$ cat config.mk
export PLATFORM = sky130hd
export DESIGN_NAME = instfetch_flat
export DESIGN_NICKNAME = d
export VERILOG_FILES = /design/src/rtl/instfetch_if.sv /design/src/rtl/instfetch.sv /design/src/flat_wrapper.sv
export SDC_FILE = /design/constraint.sdc
export NUM_CORES = 1
export LEC_CHECK = 0
export ABC_CLOCK_PERIOD_IN_PS = 1600
export BUFFER_PORTS_ARGS = -buffer_cell sky130_fd_sc_hd__buf_2
export CAP_MARGIN = 25
export CORE_MARGIN = 8
export CORE_UTILIZATION = 46
export CTS_CLUSTER_SIZE = 24
export DETAILED_ROUTE_END_ITERATION = 10
export GPL_TIMING_DRIVEN = 0
export HOLD_SLACK_MARGIN = 0.06
export PLACE_DENSITY = 0.81
export SYNTH_ARGS = -nofsm -noshare
export SYNTH_HDL_FRONTEND = slang
export SYNTH_SLANG_ARGS = --single-unit
$ cat constraint.sdc
create_clock -name clk -period 1.6 [get_ports clk]
set_clock_uncertainty 0.05 [all_clocks]
set_input_delay 0.08 -clock clk [delete_from_list [all_inputs] [get_ports clk]]
set_output_delay 0.08 -clock clk [all_outputs]
set_load 0.03 [all_outputs]
$ cat src/rtl/instfetch_if.sv
// rtl/instfetch_if.sv - fetch-stage bus bundle: ROM port, redirect, decode handshake and fault flag.
interface instfetch_if;
  logic [15:0] imem_addr;
  logic [15:0] imem_instr;
  logic        redirect_valid;
  logic [15:0] redirect_target;
  logic        out_valid;
  logic        out_ready;
  logic [15:0] out_instr;
  logic [15:0] out_pc;
  logic        fault;

  modport master (
    output imem_addr,
    input  imem_instr,
    input  redirect_valid,
    input  redirect_target,
    output out_valid,
    input  out_ready,
    output out_instr,
    output out_pc,
    output fault
  );

  modport slave (
    input  imem_addr,
    output imem_instr,
    output redirect_valid,
    output redirect_target,
    input  out_valid,
    output out_ready,
    input  out_instr,
    input  out_pc,
    input  fault
  );
endinterface

$ cat src/rtl/instfetch.sv
// rtl/instfetch.sv - PC register, 2-entry {instr, pc} buffer and RUN/FAULT mode FSM.
// Bounds/alignment fault detection is enabled by defining INSTFETCH_BOUNDS_CHECK_EN.
module instfetch #(
  parameter logic [15:0] RESET_PC  = 16'h0000,
  parameter int unsigned IMEM_SIZE = 1024
) (
  input  logic        clk,
  input  logic        reset,
  instfetch_if.master bus
);

  typedef enum logic {
    RUN   = 1'b0,
    FAULT = 1'b1
  } mode_e;

`ifdef INSTFETCH_BOUNDS_CHECK_EN
  localparam bit FAULT_REPORT = 1'b1;
`else
  localparam bit FAULT_REPORT = 1'b0;
  localparam logic [15:0] ADDR_MASK = 16'(IMEM_SIZE - 1) & 16'hFFFC;
`endif

  // Without the checker every PC load folds into the ROM, so fetch wraps instead of faulting.
  function automatic logic [15:0] pc_load(input logic [15:0] v);
`ifdef INSTFETCH_BOUNDS_CHECK_EN
    pc_load = v;
`else
    pc_load = v & ADDR_MASK;
`endif
  endfunction

  mode_e       mode_q, mode_d;
  logic [15:0] pc_q, pc_d;
  logic [15:0] instr_q [2];
  logic [15:0] pcbuf_q [2];
  logic        head_q, head_d;
  logic        tail_q, tail_d;
  logic [1:0]  count_q, count_d;

  logic run;
  logic pop;
  logic room;
  logic flush;
  logic want_fetch;
  logic range_bad;
  logic push;
  logic fault_hit;

  assign pop        = (count_q != 2'd0) && bus.out_ready;
  assign room       = (count_q != 2'd2) || pop;
  assign flush      = run && bus.redirect_valid;
  assign want_fetch = run && !bus.redirect_valid && room;
  assign push       = want_fetch && !range_bad;
  assign fault_hit  = want_fetch && range_bad;

`ifdef INSTFETCH_BOUNDS_CHECK_EN
  assign range_bad = (pc_q[1:0] != 2'b00) || (({1'b0, pc_q} + 17'd3) >= 17'(IMEM_SIZE));
`else
  assign range_bad = 1'b0;
`endif

  always_ff @(posedge clk) begin
    if (reset) begin
      mode_q <= RUN;
    end else begin
      mode_q <= mode_d;
    end
  end

  always_comb begin
    mode_d = mode_q;
    case (mode_q)
      RUN:     if (fault_hit) mode_d = FAULT;
      FAULT:   mode_d = FAULT;
      default: mode_d = RUN;
    endcase
  end

  always_comb begin
    run       = 1'b0;
    bus.fault = 1'b0;
    case (mode_q)
      RUN:     run = 1'b1;
      FAULT:   bus.fault = FAULT_REPORT;
      default: run = 1'b1;
    endcase
  end

  // Redirect flushes everything; a same-cycle pop is absorbed because the head goes too.
  always_comb begin
    pc_d    = pc_q;
    head_d  = head_q;
    tail_d  = tail_q;
    count_d = count_q;
    if (flush) begin
      pc_d    = pc_load(bus.redirect_target);
      head_d  = tail_q;
      count_d = 2'd0;
    end else begin
      if (push) begin
        pc_d   = pc_load(pc_q + 16'd4);
        tail_d = ~tail_q;
      end
      if (pop) begin
        head_d = ~head_q;
      end
      count_d = count_q + {1'b0, push} - {1'b0, pop};
    end
  end

  always_ff @(posedge clk) begin
    if (reset) begin
      pc_q       <= pc_load(RESET_PC);
      head_q     <= 1'b0;
      tail_q     <= 1'b0;
      count_q    <= 2'd0;
      instr_q[0] <= 16'h0000;
      instr_q[1] <= 16'h0000;
      pcbuf_q[0] <= 16'h0000;
      pcbuf_q[1] <= 16'h0000;
    end else begin
      pc_q    <= pc_d;
      head_q  <= head_d;
      tail_q  <= tail_d;
      count_q <= count_d;
      if (push) begin
        instr_q[tail_q] <= bus.imem_instr;
        pcbuf_q[tail_q] <= pc_q;
      end
    end
  end

  assign bus.imem_addr = pc_q;
  assign bus.out_valid = (count_q != 2'd0);
  assign bus.out_instr = instr_q[head_q];
  assign bus.out_pc    = pcbuf_q[head_q];

endmodule

$ cat src/flat_wrapper.sv
// flat-port wrapper written by rule: the top's interface ports become plain ports
module instfetch_flat 
#(
  parameter logic [15:0] RESET_PC  = 16'h0000,
  parameter int unsigned IMEM_SIZE = 1024
)
  (clk, reset, bus_imem_addr, bus_imem_instr, bus_redirect_valid, bus_redirect_target, bus_out_valid, bus_out_ready, bus_out_instr, bus_out_pc, bus_fault);
  instfetch_if bus_i ();
  input  logic clk;
  input  logic reset;
  output wire logic [$bits(bus_i.imem_addr)-1:0] bus_imem_addr;
  input wire logic [$bits(bus_i.imem_instr)-1:0] bus_imem_instr;
  input wire logic [$bits(bus_i.redirect_valid)-1:0] bus_redirect_valid;
  input wire logic [$bits(bus_i.redirect_target)-1:0] bus_redirect_target;
  output wire logic [$bits(bus_i.out_valid)-1:0] bus_out_valid;
  input wire logic [$bits(bus_i.out_ready)-1:0] bus_out_ready;
  output wire logic [$bits(bus_i.out_instr)-1:0] bus_out_instr;
  output wire logic [$bits(bus_i.out_pc)-1:0] bus_out_pc;
  output wire logic [$bits(bus_i.fault)-1:0] bus_fault;
  assign bus_imem_addr = bus_i.imem_addr;
  assign bus_i.imem_instr = bus_imem_instr;
  assign bus_i.redirect_valid = bus_redirect_valid;
  assign bus_i.redirect_target = bus_redirect_target;
  assign bus_out_valid = bus_i.out_valid;
  assign bus_i.out_ready = bus_out_ready;
  assign bus_out_instr = bus_i.out_instr;
  assign bus_out_pc = bus_i.out_pc;
  assign bus_fault = bus_i.fault;
  instfetch #(.RESET_PC(RESET_PC), .IMEM_SIZE(IMEM_SIZE)) u_core (.clk(clk), .reset(reset), .bus(bus_i));
endmodule
== Yosys cells after proc, flatten, opt, wreduce, memory -nomap -nowiden ==
Memory sizes are Yosys's and may differ from the RTL's. A register that Yosys moved wholly into a read port is not among the register bits.
Index checks and enable logic that the tools add are counted.

* Bits in registers: 13
* Memory bits (writable): 48
* Input bits: 36
* Logic and storage cells: 49
* Memories: 2

{| class="wikitable"
|+ Memories
! name !! words !! width !! rd ports !! clocked after Yosys merged registers in !! wr ports !! line !! RTL
|-
| u_core.instr_q || 2 || 16 || 1 || 1 || 2 || instfetch.sv:35 || <nowiki>logic [15:0] instr_q [2];</nowiki>
|-
| u_core.pcbuf_q || 2 || 8 || 1 || 1 || 2 || instfetch.sv:36 || <nowiki>logic [15:0] pcbuf_q [2];</nowiki>
|}

* Add/sub/neg operators: 3
* Eq/ne operators: 1
* Multiplexer cells: 21
* Bitwise gates (word level): 4
* Reduce and logical (&&, ||, !) cells: 13

{| class="wikitable"
|+ Operator list
! operator !! number
|-
| $mux W10 || 2
|-
| $mux W1 || 16
|-
| $mux W16 || 1
|-
| $reduce_or A16 Y1 || 1
|-
| $add A10 B3 Y10 const B || 1
|-
| $mux W8 || 1
|-
| $reduce_or A8 Y1 || 1
|-
| $reduce_bool A2 Y1 || 3
|-
| $logic_and A1 B1 Y1 || 4
|-
| $not A1 Y1 || 4
|-
| $add A2 B1 Y2 || 1
|-
| $ne A2 B2 Y1 const B || 1
|-
| $pmux W1 S2 || 1
|-
| $reduce_and A2 Y1 || 1
|-
| $reduce_or A2 Y1 || 1
|-
| $sub A2 B1 Y2 || 1
|-
| $logic_not A1 Y1 || 1
|-
| $logic_or A1 B1 Y1 || 1
|}

== Longest topological paths before layout ==
Gate-level depths: netlist of the first run.

* Word-level depth: 9
* Depth in mapped cells: 7

== Worst setup path before layout of the first run ==
OpenSTA, ideal clock, no wires.

* Path type: register to register
* From: register u_core.count_q[1]
* To: memory u_core.instr_q[0][0] (enable)
* Library setup time: 0.429 ns
* Data arrival time: 1.299 ns
* Data required time: 1.121 ns
* Slack: -0.178 ns
* Stages on the path, launching flop included: 4
* Buffers on the path: 0
* Period minus slack after synthesis: 1.778 ns
* Cell sequence: dfxtp_1 -> or3b_1 -> nand3_1 -> nand2b_1

{| class="wikitable"
|+ RTL lines
! what !! line !! RTL
|-
| from (decl) || instfetch.sv:39 || <nowiki>logic [1:0] count_q, count_d;</nowiki>
|-
| from (signal assigned) || instfetch.sv:126 || <nowiki>count_q <= count_d;</nowiki>
|-
| to (decl) || instfetch.sv:35 ||
|}

== Final worst setup path of the first run ==
* From: register u_core.count_q[0]
* To: register u_core.count_q[1]

* Cells in the longest elaborated chain, start to end: 6
* Elaborated cells between the ends (all ways): 7

{| class="wikitable"
|+ Ends and longest elaborated chain
! what !! line !! RTL
|-
| $reduce_bool A2 Y1 || instfetch.sv:50 || <nowiki>assign pop = (count_q != 2'd0) && bus.out_ready;</nowiki>
|-
| $logic_and A1 B1 Y1 || instfetch.sv:50 ||
|-
| $logic_or A1 B1 Y1 || instfetch.sv:51 || <nowiki>assign room = (count_q != 2'd2) || pop;</nowiki>
|-
| $logic_and A1 B1 Y1 || instfetch.sv:53 || <nowiki>assign want_fetch = run && !bus.redirect_valid && room;</nowiki>
|-
| $add A2 B1 Y2 || instfetch.sv:108 || <nowiki>count_d = count_q + {1'b0, push} - {1'b0, pop};</nowiki>
|-
| $sub A2 B1 Y2 * || instfetch.sv:108 ||
|}

Every way passes the cells marked *; elsewhere a longest branch is shown, timed or not.
A chain may end at the register's enable or synchronous reset.

==> results by group, run 1 <==
Clocking
  • Clock tree from TritonCTS: built
  • Max clock buf depth: 2
  • H-tree lvl count: 3
  • Total CTS buffers: 9
  • Root buffer cell: sky130_fd_sc_hd__clkbuf_8
  • Latest clock arrival within the worst-skew pair: between 0.3 and 0.4 ns
  • Register clock-pin slew on the reported worst setup and hold paths: about 0.070 ns
  • Clock sink count: between 60 and 70

Drt
  • Antenna violation net count after detailed routing: 0
  • Post-detailed-route DRC marker count: 0
  • Length of the first detailed-routing pass in iterations: 5
  • Number of DRC violations after detailed-routing iteration 0: 66
  • Via count: 2175
  • Per-cell routed wire length: 16.89 um
  • Wirelength, routed: between 7 and 8 mm
  • Post-DR vias/cell: slightly below 5

GRT
  • Largest net degree at the start of global routing: 25
  • Wire length of the first global-routing pass: 10.54 mm
  • Initial antenna violation count: 0
  • Global-route usage over all layers: 0.1529
  • Grt ovf: 0
  • Number of global-route vias before repair: ~2.2k

Power
  • Gate power share: 0.215
  • Switching part of the total: 0.2624
  • Pwr dens: between 1000 and 1500 nW/um^2
  • Maximum vdd ir drop: just under 0.6 mV
  • Power dissipated by switching net loads: around 0.0011 W
  • Cell internal power dissipation: approximately 0.0032 W
  • P_leak: 1.911 nW
  • Clock Power Share: 0.351
  • Sequential fraction of design power: 0.434

Synth
  • Cell type with the largest total area after synthesis: sky130_fd_sc_hd__edfxtp_1
  • Share of Yosys cell area claimed by the top area cell type: 0.4978
  • Post-synthesis cell count: approximately 230
  • Synth Warn #: 0
  • Share of the yosys chip area belonging to registers: 0.5877
  • Ys flop type: sky130_fd_sc_hd__edfxtp_1
  • Netlist cell types: 33
  • Count of state elements after synthesis: 61
  • Mapped Area: 2895 sq um
  • Average cell area after synthesis: 12.81 sq um
  • Number of flops mapped to enable cells by yosys: 48
  • Synth top area cells: sky130_fd_sc_hd__edfxtp_1 (50%), sky130_fd_sc_hd__and2_1 (10%), sky130_fd_sc_hd__mux2_2 (9.3%)
  • Share of flip-flops with an asynchronous set or reset: 0
  • Top post-synthesis cells by count: sky130_fd_sc_hd__and2_1 (48), sky130_fd_sc_hd__edfxtp_1 (48), sky130_fd_sc_hd__mux2_2 (24)

Timing
  • Finish-stage setup viols: 1
  • Peak Freq: 0.6230 GHz
  • Max Slew Vio Count: 0
  • Final worst setup slack: -0.005177 ns
  • Time the final worst path needs with I/O delays and setup: 1.605 ns
  • Part of the cycle the worst path needs: 1.003
  • Final count of hold timing violations: 0
  • RSZ-0062 raised after global routing: true
  • Worst hold-check slack: about 0.15 ns

Die
  • Die footprint: about 9100 sq um
  • Rows: 29
  • Die W: between 90 and 100 um
  • Die height: 95.34 um
  • Area of the placeable core: between 6000 and 7000 sq um
  • Starting utilization of the core area: 0.4666
  • I/O pin cnt: 86

Finish
  • Total number of nets in the final design: just under 400
  • Proportion of layout cells with a drive suffix above 1: 0.5014
  • Ant diodes: 0
  • Layout Area Growth over Synthesis: 50.69%
  • Utilization after layout: 0.7032

Setup path
  • Critical path endpoint category: flop
  • Data arrival time of the critical path: about 1.8 ns
  • Largest fanout on the critical path: 5
  • Data required time of the critical path: approximately 1.8 ns
  • Category of the worst setup path launch point: flop
  • Worst setup path class: reg2reg

Place
  • Final weighted congestion in routability-driven placement: 0.7837
  • Number of port buffers: 60
  • HPWL Detailed: about 4.2 mm

Run status
  • Outcome: finished, violations left
  • Violations in the final reports: setup timing

Worst hold path
  • Worst min-delay path class: in2reg

Job
  • Max-cap viol count: 0
[layout make-up]
| type | instances | area [sq um] |
|---|---|---|
| repair buffers | 99 | 814.5 |
| multi-input cells | 154 | 1226 |
| clock inverters | 2 | 35.03 |
| flip-flops and latches | 61 | 1722 |
| well taps | 77 | 96.34 |
| fillers | 429 | 1842 |
| clock buffers | 14 | 195.2 |
| plain buffers | 26 | 255.2 |
| inverters | 5 | 18.77 |
[kinds of logic after synthesis]
kind of cell / synth area share
flip-flops: 0.5877
other: 0.001295
multiplexers: 0.09335
buffers and inverters: 0.07001
AND/OR/NAND/NOR: 0.1750
XOR/XNOR: 0.01210
adder cells (fa/ha/maj): 0.01297
AO/OA/AOI/OAI: 0.04754
[registers in the layout (all words and copies together), names as in the netlist, named ones only]
name and count:
u_core.bus.imem_addr 8, u_core.count_q 2, u_core.head_q 1, u_core.instr_q 32, u_core.pcbuf_q 16, u_core.tail_q 1
[metal layers]
metal	global-route usage	share of wire	wire, um
met1	0.1694	0.39	2866
met2	0.2629	0.53	3930
met3	0.04488	0.065	481
met4	0.07412	0.016	120
met5	0	0	0
[final timing paths]
| kind | from | endpoint | slack (ns) | cells after the start |
|---|---|---|---|---|
| max | u_core.count_q[0] | u_core.count_q[1] | -0.005 | 7 |
| min | reset | u_core.bus.imem_addr[2] | 0.15 | 3 |
| max reg2reg | u_core.count_q[0] | u_core.count_q[1] | -0.005 | 7 |
| min reg2reg | u_core.bus.imem_addr[9] | u_core.bus.imem_addr[9] | 0.49 | 2 |
[power groups by stage]
stage	Clock [W]	Sequential, W	Combinational, W
6_report	0.00154	0.00190	0.000942
5_1_grt	0.00162	0.00191	0.00100
4_1_cts	0.00157	0.00189	0.000772
3_5_place_dp	0	0.00192	0.000679
3_3_place_gp	0	0.00191	0.000672
2_1_floorplan	0	0.00193	0.000473
[layout by cell type, fill, tap and decap left out, drive strengths merged, types with 2 or more instances in the layout]
| cell type | Yosys | layout |
|---|---|---|
| buf | 20 | 93 |
| and2 | 50 | 50 |
| edfxtp | 48 | 48 |
| dlygate4sd3 | 0 | 27 |
| mux2 | 24 | 24 |
| clkbuf | 6 | 18 |
| conb | 1 | 17 |
| dfxtp | 13 | 13 |
| nor2 | 9 | 9 |
| a311oi | 7 | 7 |
| inv | 5 | 5 |
| or2 | 2 | 5 |
| nand3 | 5 | 5 |
| nand2 | 4 | 4 |
| o21ai | 4 | 4 |
| xnor2 | 4 | 4 |
| and3 | 2 | 3 |
| or4 | 3 | 3 |
| o31ai | 3 | 3 |
| or3 | 3 | 3 |
| ha | 3 | 3 |
| nand2b | 1 | 2 |
| a21oi | 2 | 2 |
[through the flow]
stage	instance area, sq um	power [W]	std cells	TNS (ns)	setup WS, ns
5_1_grt	4363	0.004538	438	-0.2700	-0.07383
2_1_floorplan	2967	0.002404	242	0	0.004266
3_3_place_gp	3363	0.002583	379	-10.91	-0.2378
6_report	4363	0.004380	438	-0.005177	-0.005177
4_1_cts	4010	0.004230	428	0	0.0009557
3_5_place_dp	3363	0.002600	379	-12.59	-0.2651
[worst max-delay path, stage by stage, from the launching register on]
cell,delay (ns)
sky130_fd_sc_hd__dfxtp_4,0.37
sky130_fd_sc_hd__o21a_1,0.18
sky130_fd_sc_hd__ha_1,0.27
sky130_fd_sc_hd__inv_1,0.04
sky130_fd_sc_hd__ha_2,0.19
sky130_fd_sc_hd__xnor2_2,0.13
sky130_fd_sc_hd__xnor2_1,0.12
sky130_fd_sc_hd__and2_1,0.16
[repair_timing]
| action | in CTS | in global routing |
|---|---|---|
| pin swaps | 4 | 12 |
| setup endpoints to repair | 114 | 80 |
| cloned | 3 | 6 |
| setup buffers | 4 | 4 |
| hold endpoints to repair | 42 | 0 |
| hold buffers | 27 | 0 |
| resized for setup | 30 | 97 |
(Power assumes the default switching activity.)
==> run 2, diff against run 1 <==
CORE_MARGIN = 2   (was 8)
PLACE_DENSITY = 0.74   (was 0.81)
==> results by group, run 2 (synthesis results as in run 1) <==
Place
  • Placed Area: 3361 sq um (was 3363 sq um)
  • Final weighted congestion in routability-driven placement: 0.7939 (was 0.7837)
  • Number of port buffers: 60 (unchanged)
  • HPWL Detailed: 3.707 mm (was 4.164 mm)
  • Post-place setup slack: -0.2046 ns (was -0.2651 ns)

Timing
  • Final count of hold timing violations: 0 (unchanged)
  • Max Slew Vio Count: 0 (unchanged)
  • RSZ-0062 raised after global routing: true (unchanged)
  • Finish-stage setup viols: 10 (was 1)
  • Worst hold-check slack: 0.1378 ns (was 0.1461 ns)
  • Peak Freq: 0.6212 GHz (was 0.6230 GHz)
  • Part of the cycle the worst path needs: 1.006 (was 1.003)
  • Setup TNS: -0.05731 ns (was -0.005177 ns)
  • Time the final worst path needs with I/O delays and setup: 1.610 ns (was 1.605 ns)
  • Final worst setup slack: -0.009848 ns (was -0.005177 ns)

Setup path
  • Cell-by-cell trace of the critical path: or3b_4 -> and3_4 -> or2_4 (was o21a_1 -> ha_1 -> inv_1 -> ha_2 -> xnor2_2 -> xnor2_1 -> and2_1)
  • Critical path's slowest cell: sky130_fd_sc_hd__or3b_4 (was sky130_fd_sc_hd__dfxtp_4)
  • Slowest cell delay on critical path: 0.41 ns (was 0.37 ns)
  • Category of the worst setup path launch point: flop (unchanged)
  • Critical path endpoint category: flop (unchanged)
  • Data required time of the critical path: 1.63 ns (was 1.77 ns)
  • Largest fanout on the critical path: 6 (was 5)
  • Data arrival time of the critical path: 1.64 ns (was 1.78 ns)
  • Worst setup path class: reg2reg (unchanged)

Die
  • Rows: 28 (was 29)
  • I/O pin cnt: 86 (unchanged)
  • Die W: 83.34 um (was 95.34 um)
  • Die footprint: 6945 sq um (was 9089 sq um)
  • Area of the placeable core: 5991 sq um (was 6205 sq um)
  • Starting utilization of the core area: 0.4833 (was 0.4666)
  • Die height: 83.34 um (was 95.34 um)

Finish
  • Proportion of layout cells with a drive suffix above 1: 0.4589 (was 0.5014)
  • Total number of nets in the final design: 387 (was 395)
  • Flip-flop count of the largest register, all copies and words added: 32 (unchanged)
  • Ant diodes: 0 (unchanged)
  • Utilization after layout: 0.6706 (was 0.7032)
  • Layout Area Growth over Synthesis: 38.76% (was 50.69%)
  • Top library cells by usage in the layout, fill and taps aside: sky130_fd_sc_hd__buf_2 (60), sky130_fd_sc_hd__edfxtp_1 (48), sky130_fd_sc_hd__and2_1 (35) (was sky130_fd_sc_hd__edfxtp_1 (48), sky130_fd_sc_hd__buf_2 (41), sky130_fd_sc_hd__and2_1 (30))
  • Biggest register: u_core.instr_q (unchanged)
  • Fin area: 4018 sq um (was 4363 sq um)
  • Leading cell type in the layout, fill and taps excluded: sky130_fd_sc_hd__buf_2 (was sky130_fd_sc_hd__edfxtp_1)

Drt
  • Length of the first detailed-routing pass in iterations: 4 (was 5)
  • Wirelength, routed: 6.116 mm (was 7.398 mm)
  • Per-cell routed wire length: 14.29 um (was 16.89 um)
  • Via count: 2109 (was 2175)
  • Post-detailed-route DRC marker count: 0 (unchanged)
  • Antenna violation net count after detailed routing: 0 (unchanged)
  • Number of DRC violations after detailed-routing iteration 0: 92 (was 66)
  • Post-DR vias/cell: 4.928 (was 4.966)

GRT
  • Wire length of the first global-routing pass: 9.673 mm (was 10.54 mm)
  • Largest net degree at the start of global routing: 25 (unchanged)
  • Global-route usage over all layers: 0.1782 (was 0.1529)
  • Grt ovf: 0 (unchanged)
  • Initial antenna violation count: 0 (unchanged)
  • Number of global-route vias before repair: 2069 (was 2226)

Power
  • Clock Power Share: 0.322 (was 0.351)
  • Power dissipated by switching net loads: 0.001078 W (was 0.001149 W)
  • Sequential fraction of design power: 0.480 (was 0.434)
  • Cell internal power dissipation: 0.002861 W (was 0.003231 W)
  • Pwr dens: 980.5 nW/um^2 (was 1004 nW/um^2)
  • Maximum vdd ir drop: 0.5270 mV (was 0.5800 mV)
  • Gate power share: 0.197 (was 0.215)
  • Switching part of the total: 0.2737 (was 0.2624)
  • P_leak: 1.758 nW (was 1.911 nW)

Clocking
  • Latest clock arrival within the worst-skew pair: 0.33 ns (about the same)
  • Root buffer cell: sky130_fd_sc_hd__clkbuf_8 (unchanged)
  • Register clock-pin slew on the reported worst setup and hold paths: 0.06 ns (was 0.07 ns)
  • Max clock buf depth: 2 (unchanged)
  • Clock tree from TritonCTS: built (unchanged)
  • Total CTS buffers: 9 (unchanged)
  • Clock sink count: 61 (unchanged)
  • H-tree lvl count: 3 (unchanged)

Run status
  • Outcome: finished, violations left (unchanged)
  • Violations in the final reports: setup timing (unchanged)

Job
  • Max-cap viol count: 0 (unchanged)

Worst hold path
  • Worst min-delay path class: in2reg (unchanged)
run 2: cell types whose count changed in the layout (fill, tap and decap cells not counted), moves of 2 or more:
cell	previous run	this run
sky130_fd_sc_hd__buf_4	27	21
sky130_fd_sc_hd__and2_4	19	14
sky130_fd_sc_hd__mux2_4	9	0
sky130_fd_sc_hd__mux2_2	15	24
sky130_fd_sc_hd__buf_2	41	60
sky130_fd_sc_hd__buf_6	21	3
sky130_fd_sc_hd__clkinv_1	0	3
sky130_fd_sc_hd__clkbuf_16	5	0
sky130_fd_sc_hd__and2_1	30	35
sky130_fd_sc_hd__dfxtp_1	5	7
sky130_fd_sc_hd__dfxtp_2	4	2
run 2: cell type report:
cell class                 count  area [sq um]
clock buffer                  10         127.6
timing repair buffer          92         611.8
buffer                        26         245.2
clock inverter                 6         53.80
tap                           75         93.84
multi-input combinational    153          1147
fill                         475          1973
inverter                       5         18.77
sequential                    61          1719
run 2: critical path, delay by kind of cell (launching register included):
family | cells | cell delay (ns)
flip-flops | 1 | 0.37
AND/OR/NAND/NOR | 3 | 0.94
run 2: power groups by stage:
stage | clock network, W | registers (W) | logic (W)
floorplan | 0 | 0.00193 | 0.000473
global placement | 0 | 0.00191 | 0.000667
detailed placement | 0 | 0.00192 | 0.000674
CTS | 0.00130 | 0.00189 | 0.000756
global route | 0.00137 | 0.00190 | 0.000836
finish | 0.00127 | 0.00189 | 0.000778
run 2: per-stage QoR:
stage          total power (W)  std cells
2_1_floorplan         0.002404        242
3_3_place_gp          0.002578        377
3_5_place_dp          0.002594        377
4_1_cts               0.003948        424
5_1_grt               0.004113        428
6_report              0.003939        428
run 2: final timing paths:
path | from | end | slack, ns | depth (start not counted)
setup / recovery | u_core.count_q[1] | u_core.pcbuf_q[1][0] | -0.01 | 3
hold / removal | bus_redirect_valid | u_core.tail_q | 0.14 | 3
setup reg to reg | u_core.count_q[1] | u_core.pcbuf_q[1][0] | -0.01 | 3
hold reg to reg | u_core.bus.imem_addr[3] | u_core.bus.imem_addr[3] | 0.49 | 2
run 2: metal layers:
metal | vias up | track usage | part of all wire
met1 | 1005 | 0.2076 | 0.42
met5 | - | 0 | 0
met4 | 0 | 0.06110 | 0.011
li1 | 1019 | - | -
met3 | 11 | 0.05368 | 0.055
met2 | 74 | 0.3116 | 0.51
run 2: what timing repair did:
item                                    CTS  global route
endpoints found under the hold margin    42             0
hold buffers                             27             0
endpoints found under the setup margin  115            91
setup buffers                             4             0
pin swaps                                 8             6
gates resized for setup                  27            26
gates cloned                              1             4
